### config.mk
export PLATFORM = sky130hd
export DESIGN_NAME = img_xfer_ctrl
export DESIGN_NICKNAME = d
export VERILOG_FILES = /design/src/rtl/img_xfer_ctrl.sv
export SDC_FILE = /design/constraint.sdc
export NUM_CORES = 1
export LEC_CHECK = 0
export CAP_MARGIN = 5
export CORE_AREA = 3 3 124 126
export CTS_BUF_LIST = sky130_fd_sc_hd__clkbuf_4 sky130_fd_sc_hd__clkbuf_8
export DETAILED_ROUTE_END_ITERATION = 16
export DIE_AREA = 0 0 127 129
export GPL_TIMING_DRIVEN = 0
export PLACE_DENSITY_LB_ADDON = 0.15
export SYNTH_ARGS = -nofsm -noshare
export SYNTH_HDL_FRONTEND = slang
export SYNTH_SLANG_ARGS = --single-unit
### constraint.sdc
create_clock -name clk -period 4.2 [get_ports clk]
set_input_delay 0.42 -clock clk [delete_from_list [all_inputs] [get_ports clk]]
set_output_delay 0.42 -clock clk [all_outputs]
set_load 0.03 [all_outputs]
### src/rtl/img_xfer_ctrl.sv
// Raster-scan frame transfer controller: issues input-memory reads and delayed output-memory writes.
// Define MIRROR_EN to honour the mode input (horizontal-mirror destination addressing).
module img_xfer_ctrl #(
  parameter int unsigned IMG_W  = 800,
  parameter int unsigned IMG_H  = 600,
  parameter int unsigned ADDR_W = 32,
  parameter int unsigned RD_LAT = 1
) (
  input  logic              clk,
  input  logic              rst,
  input  logic              start,
  input  logic              hold,
  input  logic              mode,
  output logic              en_in_mem,
  output logic [ADDR_W-1:0] in_mem_addr,
  output logic              en_out_mem,
  output logic              out_mem_write,
  output logic [ADDR_W-1:0] out_mem_addr,
  output logic              busy,
  output logic              done
);

  localparam int unsigned XW = $clog2(IMG_W);
  localparam int unsigned YW = (IMG_H > 1) ? $clog2(IMG_H) : 1;
  localparam logic [XW-1:0] XMax = XW'(IMG_W - 1);
  localparam logic [YW-1:0] YMax = YW'(IMG_H - 1);
  localparam longint unsigned NPix = longint'(IMG_W) * longint'(IMG_H);

  if (ADDR_W < 64) begin : g_addr_chk
    if (NPix >= (64'd1 << ADDR_W)) begin : g_frame_too_big
      $error("img_xfer_ctrl: IMG_W*IMG_H does not fit in ADDR_W bits");
    end
  end

  typedef enum logic [1:0] {StIdle, StRun, StDrain, StDone} state_e;

  state_e              state_q;
  logic [XW-1:0]       x_q;
  logic [YW-1:0]       y_q;
  logic [ADDR_W-1:0]   row_base_q;
  logic [ADDR_W-1:0]   dst_q;
  logic [RD_LAT-1:0]   dl_vld_q;
  logic [ADDR_W-1:0]   dl_addr_q [RD_LAT];

  logic                issue;
  logic                last_px;
  logic [ADDR_W-1:0]   src_addr;
  logic [ADDR_W-1:0]   dst_addr;
  logic [RD_LAT-1:0]   vld_d;

`ifdef MIRROR_EN
  logic mode_q;
  logic mirror_sel;
  // On the start edge the mode input itself applies; afterwards the latched copy.
  assign mirror_sel = (state_q == StRun) ? mode_q : mode;
  assign dst_addr   = mirror_sel ? (row_base_q + ADDR_W'(IMG_W - 1) - ADDR_W'(x_q)) : src_addr;
`else
  logic unused_mode;
  assign unused_mode = mode;
  assign dst_addr    = src_addr;
`endif

  assign src_addr      = row_base_q + ADDR_W'(x_q);
  assign last_px       = (x_q == XMax) && (y_q == YMax);
  assign en_out_mem    = dl_vld_q[RD_LAT-1];
  assign out_mem_write = dl_vld_q[RD_LAT-1];
  assign out_mem_addr  = dl_addr_q[RD_LAT-1];

  always_comb begin
    issue = 1'b0;
    unique case (state_q)
      StIdle, StDone: issue = start;
      StRun:          issue = ~hold;
      default:        issue = 1'b0;
    endcase
  end

  // Valid bits after the next edge; the read strobe itself feeds stage 0.
  always_comb begin
    vld_d    = '0;
    vld_d[0] = en_in_mem;
    for (int i = 1; i < int'(RD_LAT); i++) begin
      vld_d[i] = dl_vld_q[i-1];
    end
  end

  always_ff @(posedge clk or negedge rst) begin
    if (!rst) begin
      state_q     <= StIdle;
      x_q         <= '0;
      y_q         <= '0;
      row_base_q  <= '0;
      dst_q       <= '0;
      en_in_mem   <= 1'b0;
      in_mem_addr <= '0;
      busy        <= 1'b0;
      done        <= 1'b0;
      dl_vld_q    <= '0;
      for (int i = 0; i < int'(RD_LAT); i++) begin
        dl_addr_q[i] <= '0;
      end
`ifdef MIRROR_EN
      mode_q      <= 1'b0;
`endif
    end else begin
      // Addresses only advance with valid entries so the output address holds in bubbles.
      dl_vld_q <= vld_d;
      if (en_in_mem) dl_addr_q[0] <= dst_q;
      for (int i = 1; i < int'(RD_LAT); i++) begin
        if (dl_vld_q[i-1]) dl_addr_q[i] <= dl_addr_q[i-1];
      end

      en_in_mem <= issue;
      if (issue) begin
        in_mem_addr <= src_addr;
        dst_q       <= dst_addr;
        if (x_q == XMax) begin
          x_q <= '0;
          if (y_q == YMax) begin
            y_q        <= '0;
            row_base_q <= '0;
          end else begin
            y_q        <= y_q + 1'b1;
            row_base_q <= row_base_q + ADDR_W'(IMG_W);
          end
        end else begin
          x_q <= x_q + 1'b1;
        end
      end

      unique case (state_q)
        StIdle, StDone: begin
          if (start) begin
            state_q <= StRun;
            busy    <= 1'b1;
            done    <= 1'b0;
`ifdef MIRROR_EN
            mode_q  <= mode;
`endif
          end
        end
        StRun: begin
          if (issue && last_px) state_q <= StDrain;
        end
        StDrain: begin
          if (vld_d == '0) begin
            state_q <= StDone;
            busy    <= 1'b0;
            done    <= 1'b1;
          end
        end
        default: state_q <= StIdle;
      endcase
    end
  end

endmodule

# --- Word level (Yosys, flattened, before mapping) ---
# Cells that the tools add are included.
word_totals:
  inputBits: 5
  reg_bits: 122
  word_cells: 45
op_classes:
  addsub: 4
  mux: 14
  reduce_logical: 8
  bitwise_logic: 1
  eq_ne: 8
ops:
  columns: ["operator", "count"]
  rows:
  - ["32-bit by 10-bit adder with 32-bit output", 1]
  - ["32-bit by 10-bit adder with 32-bit output (second input constant)", 1]
  - ["32-bit 2-to-1 mux", 1]
  - ["10-bit by 1-bit adder with 10-bit output (second input constant)", 2]
  - ["10-bit == test (second input constant)", 2]
  - ["10-bit 2-to-1 mux", 2]
  - ["2-bit 2-to-1 mux", 3]
  - ["2-bit inequality test (second input constant)", 3]
  - ["1-bit one-hot mux with 2 select lines", 3]
  - ["2-bit one-hot mux with 3 select lines", 1]
  - ["3-bit AND reduction", 2]
  - ["2-bit == test (second input constant)", 2]
  - ["1-bit 2-to-1 mux", 4]
  - ["2-bit by 1-bit == test with 1-bit output (second input constant)", 1]
  - ["1-bit logical AND", 2]
  - ["2-bit zero test", 1]
  - ["2-bit AND reduction", 1]
  - ["2-bit nonzero test", 1]
  - ["2-bit OR reduction", 1]
  - ["1-bit NOT", 1]

# --- Logic depth before layout (Yosys ltp) ---
# Gate-level depths: netlist of run 1.
depth:
  ltp_word: 6
  ltp_mapped: 9

# --- Worst setup path before layout of run 1 ---
# No wires, ideal clock.
synth_timing:
  path_type: "reg-to-reg"
  from: "register state_q[0]"
  to: "register state_q[1]"
  stages_incl_launch_ff: 9
  slack_ps: 2083
  synth_period_minus_slack_ps: 2117
  path_buffers: 1
  t_arrival_ps: 2038
  cell_sequence: "dfrtp_1 > inv_1 > ha_1 > nand2_1 > a211oi_4 > buf_2 > nand3_1 > a21oi_1 > mux2i_1"
synth_via:
  elab_chain_len: 6
synth_rtl:
  columns: ["item", "line", "source"]
  rows:
  - ["from (decl)", "37", "state_e state_q;"]
  - ["from (signal assigned)", "89", "state_q <= StIdle;"]
  - ["from (signal assigned)", "134", "state_q <= StRun;"]
  - ["from (signal assigned)", "143", "if (issue && last_px) state_q <= StDrain;"]
  - ["2-bit == test or 2-bit zero test (tied branches)", "71, 131", null]
  - ["2-bit OR reduction", "71, 131", null]
  - ["1-bit one-hot mux with 2 select lines", "71", "unique case (state_q)"]
  - ["1-bit logical AND", "143", null]
  - ["2-bit inequality test (no line)", null, null]
  - ["3-bit AND reduction (no line)", null, null]
# Several ways; a longest one is shown, not always the timed one.
# A chain may end at the register's enable or synchronous reset.

# --- Worst setup path in the final report of run 1 ---
# Same ends and word-level chain as after synthesis.

==> run summary, run 1 <==
RR Endpoint: state_q[1]$_DFFE_PN0P_
Max VDD drop: 0.196 mV
Worst-Skew Late Latency: 440 ps
Initial Util: 39.8%
final hold vios: 0
vias per cell: 5.29
min-delay src: en_in_mem$_DFF_PN0_
Clock Skews: 7.74 ps
top cell type's share of synthesized area: 51.0%
Max Slew Vio Count: 0
setup TNS: 0 ps
Root Buffer: clkbuf_8
DIE AREA: 0.0164 sq mm
CTS Sinks: 117
final core utilization: 49.6%
IO buf count: 72
Critical Path Fanout Max: 10
synth top area cells: dfrtp_1, mux2_2, nand2_1
synthesized flop and latch total: 117
CTS resizes: 0
DR pass1 iterations: 4
Worst Hold End: en_out_mem$_DFF_PN0_
Worst Max-Slew Pin Slew: 765 ps
detailed-placement wirelength estimate: 9920 um
period utilisation layout: 63.5%
FF-to-FF Start: state_q[0]$_DFFE_PN0P_
grt total ovfl: 0
Clock Tree Buf Depth: 2
CTS tree: built
status: completed
layout cells sized above 1: 16.2%
Async SR Flop Fraction: 100%
Synth area leader: dfrtp_1
most used flip-flop cell after synthesis: dfrtp_1
crit path DAT: 3030 ps
initial DRC count: 274
first-pass GRT wire length: 22,700 um
Detailed Route WL: 13,700 um
largest net degree at the start of global routing: 76
CP endpoint kind: flip-flop
count leader, synth: dfrtp_1
Global Route Usage Sum: 17.8%
Post-CTS Setup Inserts: 0
critical path required time: 4560 ps
top cells by count, synth: dfrtp_1, nand2_1, o21ai_0
via count: 4,403
register area share after synthesis: 51.0%
clk slew on worst S/H paths: 70 ps
CP startpoint kind: flip-flop
die span in y: 129 um
Die Wd: 127 um
power per standard cell area: 446 mW/mm^2
area added between synthesis and finish: 24.6%
Unique masters post-synth: 60
row count: 44
Leakage Power: 0.00309 uW
Worst Hold Class: flip-flop to flip-flop
Worst R2R Path Depth: 8
routed length per placed instance: 16.4 um
Max Clock Freq: 375 MHz
CP Launch Point: state_q[0]$_DFFE_PN0P_
Ports: 74
post-synthesis cell count: 543
CTS Buf Count: 17
hold path cells: 0
EDFF count, synth: 0
final RePlAce weighted congestion: 0.872
Syn Nets: 558
initial antenna violation count: 0
RSZ-0062 raised after global routing: no
worst rel slew slack: 47.7%
vias in the first global route: 4,364
max-cap violation count: 0
Pwr Total: 3190 uW
Post-CTS Hold Fix Bufs: 1
mapped cell area: 0.00574 sq mm
Core ar.: 0.0144 sq mm
count of final setup violators: 0
internal reg-to-reg setup slack: 1530 ps
Yosys warning total: 0
NumNets Final: 651
minimum clock period after layout: 2670 ps
Max H-tree Level: 4
Antenna Nets Post-Route: 0
Setup CP Type: flip-flop to flip-flop
DRC: 0
Post-Syn Area per Cell: 10.6 sq um
Antenna Cells: 0
-- how the worst max path moves through the flow --
stage	slack, ps	end
4_1_cts	1530	state_q[1]$_DFFE_PN0P_
5_1_grt	1370	state_q[1]$_DFFE_PN0P_
6_report	1530	state_q[1]$_DFFE_PN0P_
3_3_place_gp	-1880	state_q[0]$_DFFE_PN0P_
2_1_floorplan	2080	state_q[1]$_DFFE_PN0P_
3_5_place_dp	1350	state_q[1]$_DFFE_PN0P_
-- state kept, by name (all words and copies together), names as in the netlist --
| signal | count |
|---|---|
| x_q | 10 |
| state_q | 2 |
| busy | 1 |
| en_in_mem | 1 |
| en_out_mem | 1 |
| dst_q | 32 |
| y_q | 10 |
| done | 1 |
| row_base_q | 27 |
| out_mem_addr | 32 |
-- routing by layer --
metal  vias up  track usage, %  routed length, um
li1       2107               -                  -
met3        17            4.61                571
met4         0            6.31                209
met1      2191            24.1               6440
met5         -               0                  0
met2        88            27.7               6480
-- layout by cell type, fill, tap and decap left out, drive strengths merged, types with 2 or more instances in the layout --
| cell type | count |
|---|---|
| and4 | 6 |
| nand3 | 19 |
| o21a | 2 |
| or4 | 4 |
| a22o | 3 |
| o21ai | 44 |
| nor2 | 31 |
| clkinvlp | 4 |
| clkinv | 4 |
| and3 | 4 |
| or3 | 14 |
| clkbuf | 36 |
| o31ai | 5 |
| buf | 20 |
| xor2 | 23 |
| ha | 10 |
| dfrtp | 117 |
| and2 | 2 |
| xnor2 | 27 |
| nand2b | 3 |
| nor3 | 6 |
| a2111oi | 9 |
| nand4b | 2 |
| nand2 | 73 |
| bufinv | 3 |
| mux2 | 32 |
| a21oi | 22 |
| a211oi | 7 |
| clkdlybuf4s50 | 71 |
| a21o | 5 |
| nand4 | 18 |
| inv | 9 |
-- cells by family after synthesis --
| group | synth area share, % |
|---|---|
| compound gates | 11.6 |
| simple gates | 17.7 |
| xor+xnor | 7.63 |
| mux | 6.46 |
| buf+inv | 3.38 |
| fa+ha+maj | 2.18 |
| flops | 51.0 |
-- metrics by stage --
| step | worst slack, ps | hold slack (ps) | std cells | area, sq um |
|---|---|---|---|---|
| 2_1_floorplan | 2080 | 124 | 543 | 5740 |
| 3_3_place_gp | -1880 | 387 | 799 | 6690 |
| 3_5_place_dp | 1350 | 369 | 800 | 6720 |
| 4_1_cts | 1530 | 409 | 833 | 7150 |
| 5_1_grt | 1370 | 420 | 833 | 7150 |
| 6_report | 1530 | 403 | 833 | 7150 |
-- power by group --
group | leakage, uW | switching (uW) | internal, uW
clock | 0.000205 | 466 | 623
sequential | 0.00159 | 89.3 | 1230
combinational | 0.00130 | 481 | 296
-- final cells by class --
cell class / instances / area, sq um
flip-flops and latches: 117 / 2930
well taps: 184 / 230
plain buffers: 34 / 164
fillers: 1332 / 7280
repair buffers: 74 / 759
inverters: 8 / 30.0
clock buffers: 20 / 269
multi-input cells: 384 / 2620
clock inverters: 12 / 153
-- worst max-delay path, stage by stage (launching register included) --
cell      delay (ps)
dfrtp_1          370
inv_1             50
ha_1             360
nand2_1          170
a211oi_4         540
buf_2            320
nand3_1          300
a21oi_1          290
mux2i_1          200
(Power assumes the default switching activity.)
==> inputs of run 2 (changes only) <==
clock period = 2.7 ns   (was 4.2 ns; I/O delays follow)
==> run 2 against run 1 <==
Clock-buffer cell count stayed put. Register-to-register slack got worse by 1300 ps. First-iteration DRC count is 4.4% lower. Critical path depth shrank 1. Die area did not move. Cell area increased by 0.63%. Hold slack lost 94 ps. Wire length grew 0.58%. Fmax rose by 9.1%. Non-clock buffer count grew 5. Sequential cell count did not move.
==> run summary, run 2 (synthesis gave the netlist of run 1 again) <==
Max Slew Vio Count: 0 (unchanged)
Worst-Skew Late Latency: 440 ps (about the same)
max-cap violation count: 0 (unchanged)
detailed-placement wirelength estimate: 9920 um (unchanged)
DIE AREA: 0.0164 sq mm (unchanged)
highest-delay cell along the critical path: a2111oi_1
largest net degree at the start of global routing: 76 (unchanged)
setup TNS: 0 ps (unchanged)
initial DRC count: 262 (-4.4%)
NumNets Final: 656 (+0.77%)
vias per cell: 5.28 (about the same)
Fill cells: 1,332 (unchanged)
area added between synthesis and finish: 25.4%
critical path required time: 3010 ps (-1550 ps)
final hold vios: 0 (unchanged)
crit path DAT: 2760 ps (-270 ps)
DR pass1 iterations: 4 (unchanged)
Worst Hold Class: primary input to async pin
initial antenna violation count: 0 (unchanged)
worst rel slew slack: 55.4% (+7.7 points)
CP bufs+invs: 1 (-1)
Initial Util: 39.8% (unchanged)
CTS Buf Count: 17 (unchanged)
Max VDD drop: 0.305 mV (+55%)
count of final setup violators: 0 (unchanged)
clk slew on worst S/H paths: 70 ps (about the same)
via count: 4,426 (+0.52%)
Core ar.: 0.0144 sq mm (unchanged)
Leakage Power: 0.00312 uW (+0.88%)
critical-path cell list: ha_1 > a21o_1 > nand4_1 > buf_2 > a2111oi_1 > xnor2_1 > o21ai_0
CTS tree: built
Antenna Nets Post-Route: 0 (unchanged)
power per standard cell area: 691 mW/mm^2 (+55%)
vias in the first global route: 4,364 (unchanged)
Die Wd: 127 um (unchanged)
WHS: 309 ps (-94.1 ps)
final RePlAce weighted congestion: 0.872 (unchanged)
status: completed
Max H-tree Level: 4 (unchanged)
Detailed Route WL: 13,800 um (+0.58%)
CTS Sinks: 117 (unchanged)
Pwr Total: 4970 uW (+56%)
period utilisation layout: 90.6% (+27 points)
CP top delay family: compound AO/OA/AOI/OAI gates
Slowest Stage Delay on Critical Path: 640 ps (+100 ps)
CP startpoint kind: flip-flop
minimum clock period after layout: 2450 ps (-224 ps)
Setup CP Type: flip-flop to flip-flop
Clock Skews: 7.09 ps (-0.654 ps)
Clock Tree Buf Depth: 2 (unchanged)
commonest non-fill, non-tap cell in the layout: dfrtp_1
IO buf count: 72 (unchanged)
Layout Cells excl Fill: 838 (+0.60%)
grt total ovfl: 0 (unchanged)
layout cells sized above 1: 17.0% (+0.79 points)
die span in y: 129 um (unchanged)
DRC: 0 (unchanged)
Global Route Usage Sum: 17.8% (unchanged)
row count: 44 (unchanged)
RSZ-0062 raised after global routing: no
internal reg-to-reg setup slack: 250 ps (-1280 ps)
routed length per placed instance: 16.4 um (about the same)
Ports: 74 (unchanged)
commonest non-fill, non-tap cells in the layout: dfrtp_1, nand2_1, clkdlybuf4s50_1
first-pass GRT wire length: 22,700 um (unchanged)
Max Clock Freq: 409 MHz (+9.1%)
CP endpoint kind: flip-flop
Root Buffer: clkbuf_8
Critical Path Fanout Max: 10 (unchanged)
Antenna Cells: 0 (unchanged)
dpl cells: 800 (unchanged)
Worst Max-Slew Pin Slew: 667 ps (-97.9 ps)
run 2: layout make-up:
class	instances	area [sq um]	share of cell area [%]
Buffer	34	165	2.30
Inverter	8	30.0	0.417
Sequential cell	117	2930	40.7
Clock inverter	12	153	2.12
Multi-Input combinational cell	384	2620	36.4
Timing Repair Buffer	79	797	11.1
Tap cell	184	230	3.20
Clock buffer	20	269	3.74
run 2: where the power goes:
| part | switching (uW) | internal [uW] | leakage, uW |
|---|---|---|---|
| sequential | 138 | 1920 | 0.00159 |
| combinational | 752 | 466 | 0.00132 |
| clock | 726 | 969 | 0.000205 |
| total | 1620 | 3350 | 0.00312 |
run 2: metal layers:
metal / up-vias / global-route usage, % / routed length [um]
met3: 19 / 4.61 / 608
li1: 2119 / - / -
met2: 75 / 27.7 / 6560
met5: - / 0 / 0
met4: 0 / 6.31 / 231
met1: 2213 / 24.1 / 6380
run 2: metrics by stage:
| stage | util (%) | cell area (sq um) | worst slack (ps) |
|---|---|---|---|
| 5_1_grt | 49.9 | 7190 | 80.2 |
| 4_1_cts | 49.6 | 7150 | 25.7 |
| 3_5_place_dp | 46.6 | 6720 | 4.29 |
| 3_3_place_gp | 46.4 | 6690 | -3230 |
| 6_report | 49.9 | 7190 | 255 |
| 2_1_floorplan | - | 5740 | 583 |
run 2: worst register-to-register path: stages, from the launching register on:
cell and delay (ps):
dfrtp_1 440, ha_1 340, a21o_1 170, nand4_1 190, buf_2 270, a2111oi_1 640, xnor2_1 190, o21ai_0 80
run 2: path summary, 6_finish.rpt:
kind / cells after the start / startpoint / end
worst min register to register: 0 / en_in_mem$_DFF_PN0_ / en_out_mem$_DFF_PN0_
worst min-delay path: 2 / rst / out_mem_addr[25]$_DFFE_PN0P_
min in group clk: 0 / en_in_mem$_DFF_PN0_ / en_out_mem$_DFF_PN0_
worst max-delay path: 7 / row_base_q[6]$_DFFE_PN0P_ / dst_q[24]$_DFFE_PN0P_
worst max register to register: 7 / row_base_q[6]$_DFFE_PN0P_ / dst_q[24]$_DFFE_PN0P_
max in group asynchronous: 3 / rst / x_q[4]$_DFFE_PN0P_
run 2: what timing repair did:
action | CTS | global route
endpoints found under the setup margin | 0 | 26
endpoints found under the hold margin | 42 | 0
buffers inserted | 0 | 5
hold buffers | 1 | 0
gates resized for setup | 0 | 4
==> inputs of run 3 (changes only) <==
ABC_AREA = 1   (was unset)
CORE_AREA = 3 3 129 131   (was 3 3 124 126)
DIE_AREA = 0 0 132 134   (was 0 0 127 129)
SKIP_CTS_REPAIR_TIMING = 1   (was unset)
==> run 3 against run 2 <==
Power increased by 73%. Non-clock buffer count decreased by 19. Critical path depth decreased by 1. Synthesized cell count increased by 46%. Die area increased by 8.0%. Global-route usage increased by 1.8 points. Sequential cell count unchanged. Fmax increased by 11%. Combinational power increased to 3.3 times the previous value. Synthesized area increased by 8.5%. Via count increased by 24%. Clock skew increased by 7.5 ps. Critical path type unchanged. Largest cell class unchanged.
==> run summary, run 3 <==
status: completed
detailed-placement wirelength estimate: 12,700 um (+28%)
critical path required time: 3060 ps (+50 ps)
CTS tree: built
Final WS setup: 502 ps (+247 ps)
period utilisation layout: 81.4% (-9.2 points)
commonest non-fill, non-tap cell in the layout: nand2_1
initial antenna violation count: 0 (unchanged)
Post-Syn Area per Cell: 7.87 sq um (-25%)
register area share after synthesis: 47.0% (-4.0 points)
Async SR Flop Fraction: 100% (unchanged)
Worst Hold Class: primary input to async pin
initial DRC count: 430 (+64%)
commonest non-fill, non-tap cells in the layout: nand2_1, dfrtp_1, inv_1
worst slack, placed: 479 ps (+474 ps)
Root Buffer: clkbuf_8
largest net degree at the start of global routing: 80 (+5.3%)
synth top area cells: dfrtp_1, nand2_1, nand3_1
Die Wd: 132 um (+3.9%)
minimum clock period after layout: 2200 ps (-247 ps)
Clock Skews: 14.6 ps (+7.54 ps)
Clock Tree Buf Depth: 2 (unchanged)
row count: 46 (+4.5%)
final hold vios: 0 (unchanged)
die span in y: 134 um (+3.9%)
Worst Max-Slew Pin Slew: 685 ps (+18.4 ps)
power per standard cell area: 1120 mW/mm^2 (+62%)
Worst-Skew Late Latency: 450 ps (about the same)
NumNets Final: 899 (+37%)
Global Route Usage Sum: 19.5% (+1.8 points)
Antenna Cells: 0 (unchanged)
Leakage Power: 0.00370 uW (+18%)
Synth area leader: dfrtp_1
Antenna Nets Post-Route: 0 (unchanged)
grt total ovfl: 0 (unchanged)
setup TNS: 0 ps (unchanged)
final core utilization: 49.0% (-0.91 points)
final RePlAce weighted congestion: 0.910 (+4.3%)
worst rel slew slack: 54.3% (-1.1 points)
WHS: 299 ps (-9.31 ps)
clk slew on worst S/H paths: 70 ps (about the same)
Setup CP Type: flip-flop to flip-flop
Unique masters post-synth: 33 (-45%)
Max VDD drop: 0.474 mV (+55%)
Final Cell Area: 0.00769 sq mm (+6.9%)
Post-DP Area: 0.00725 sq mm (+7.9%)
DR pass1 iterations: 4 (unchanged)
max-cap violation count: 0 (unchanged)
Yosys warning total: 0 (unchanged)
Max H-tree Level: 4 (unchanged)
Core ar.: 0.0157 sq mm (+8.9%)
top cell type's share of synthesized area: 47.0% (-4.0 points)
DRC: 0 (unchanged)
Max Clock Freq: 455 MHz (+11%)
top cells by count, synth: nand2_1, dfrtp_1, inv_1
RSZ-0062 raised after global routing: no
Max Slew Vio Count: 0 (unchanged)
post-synthesis cell count: 791 (+46%)
layout cells sized above 1: 11.6% (-5.4 points)
IO buf count: 72 (unchanged)
crit path DAT: 2560 ps (-200 ps)
mapped cell area: 0.00623 sq mm (+8.5%)
Critical Path Fanout Max: 10 (unchanged)
count leader, synth: nand2_1
first-pass GRT wire length: 27,200 um (+20%)
Detailed Route WL: 16,900 um (+23%)
most used flip-flop cell after synthesis: dfrtp_1
EDFF count, synth: 0 (unchanged)
Syn Nets: 806 (+44%)
DIE AREA: 0.0177 sq mm (+8.0%)
count of final setup violators: 0 (unchanged)
Ports: 74 (unchanged)
CP endpoint kind: flip-flop
CTS Buf Count: 17 (unchanged)
CP startpoint kind: flip-flop
via count: 5,485 (+24%)
routed length per placed instance: 15.2 um (-7.6%)
vias in the first global route: 5,051 (+16%)
vias per cell: 4.93 (-6.6%)
CTS Sinks: 117 (unchanged)
area added between synthesis and finish: 23.5%
Initial Util: 39.6% (-0.14 points)
synthesized flop and latch total: 117 (unchanged)
Fill cells: 1,549 (+16%)
-- run 3: cell count changes in the layout (fill, tap and decap cells not counted), moves of 13 or more --
cell and change:
nor2_1 +40, nor3_1 +17, xnor2_1 -26, inv_1 +86, or3_1 -13, nand2_1 +138, nand3_1 +61, xor2_1 -16
-- run 3: path summary, 6_finish.rpt --
| kind | start | endpoint | slack [ps] | cells after the start |
|---|---|---|---|---|
| min in group clk | en_in_mem$_DFF_PN0_ | en_out_mem$_DFF_PN0_ | 400 | 0 |
| worst min register to register | en_in_mem$_DFF_PN0_ | en_out_mem$_DFF_PN0_ | 400 | 0 |
| max in group asynchronous | rst | y_q[6]$_DFFE_PN0P_ | 1650 | 3 |
| worst max-delay path | state_q[1]$_DFFE_PN0P_ | dst_q[20]$_DFFE_PN0P_ | 500 | 6 |
| worst max register to register | state_q[1]$_DFFE_PN0P_ | dst_q[20]$_DFFE_PN0P_ | 500 | 6 |
| worst min-delay path | rst | out_mem_addr[22]$_DFFE_PN0P_ | 300 | 2 |
-- run 3: area by class of cell --
class	instances	area, sq um	share of cell area [%]
Tap cell	216	270	3.51
Sequential cell	117	2930	38.1
Inverter	98	368	4.78
Clock inverter	14	201	2.62
Clock buffer	17	234	3.04
Multi-Input combinational cell	556	2830	36.8
Buffer	20	100	1.30
Timing Repair Buffer	74	759	9.87
-- run 3: cells by family (layout without fill, tap and decap cells) --
family	Yosys count	in the layout	share of synthesized area (%)
AND/OR/NAND/NOR	432	432	31.3
buffers and inverters	118	223	7.51
flip-flops	117	117	47.0
AO/OA/AOI/OAI	83	83	6.89
multiplexers	23	23	4.16
adder cells (fa/ha/maj)	10	10	2.01
XOR/XNOR	8	8	1.13
-- run 3: critical path, cell delays in order (launching register included) --
cell and delay, ps:
dfrtp_1 410, ha_1 300, nand2_1 70, a21oi_1 380
clkbuf_1 530, nand3_1 280, o21ai_0 140
-- run 3: power by group --
part	switching, uW	internal [uW]
logic	2490	1480
clock network	792	1010
registers	485	2350
total	3770	4850
-- run 3: per-stage QoR --
stage,power (uW),instances
floorplan,5310,791
global placement,6810,1079
CTS,8690,1111
global route,9150,1112
detailed placement,6860,1080
finish,8620,1112
-- run 3: layer usage --
layer  part of all wire, %  track usage, %  wire length (um)  vias to the layer above
li1                      -               -                 -                     2757
met1                    48            28.1              8170                     2532
met2                    44            29.6              7360                      173
met3                   6.2            4.13              1050                       23
met4                   1.9            6.24               317                        0
met5                     0               0                 0                        -
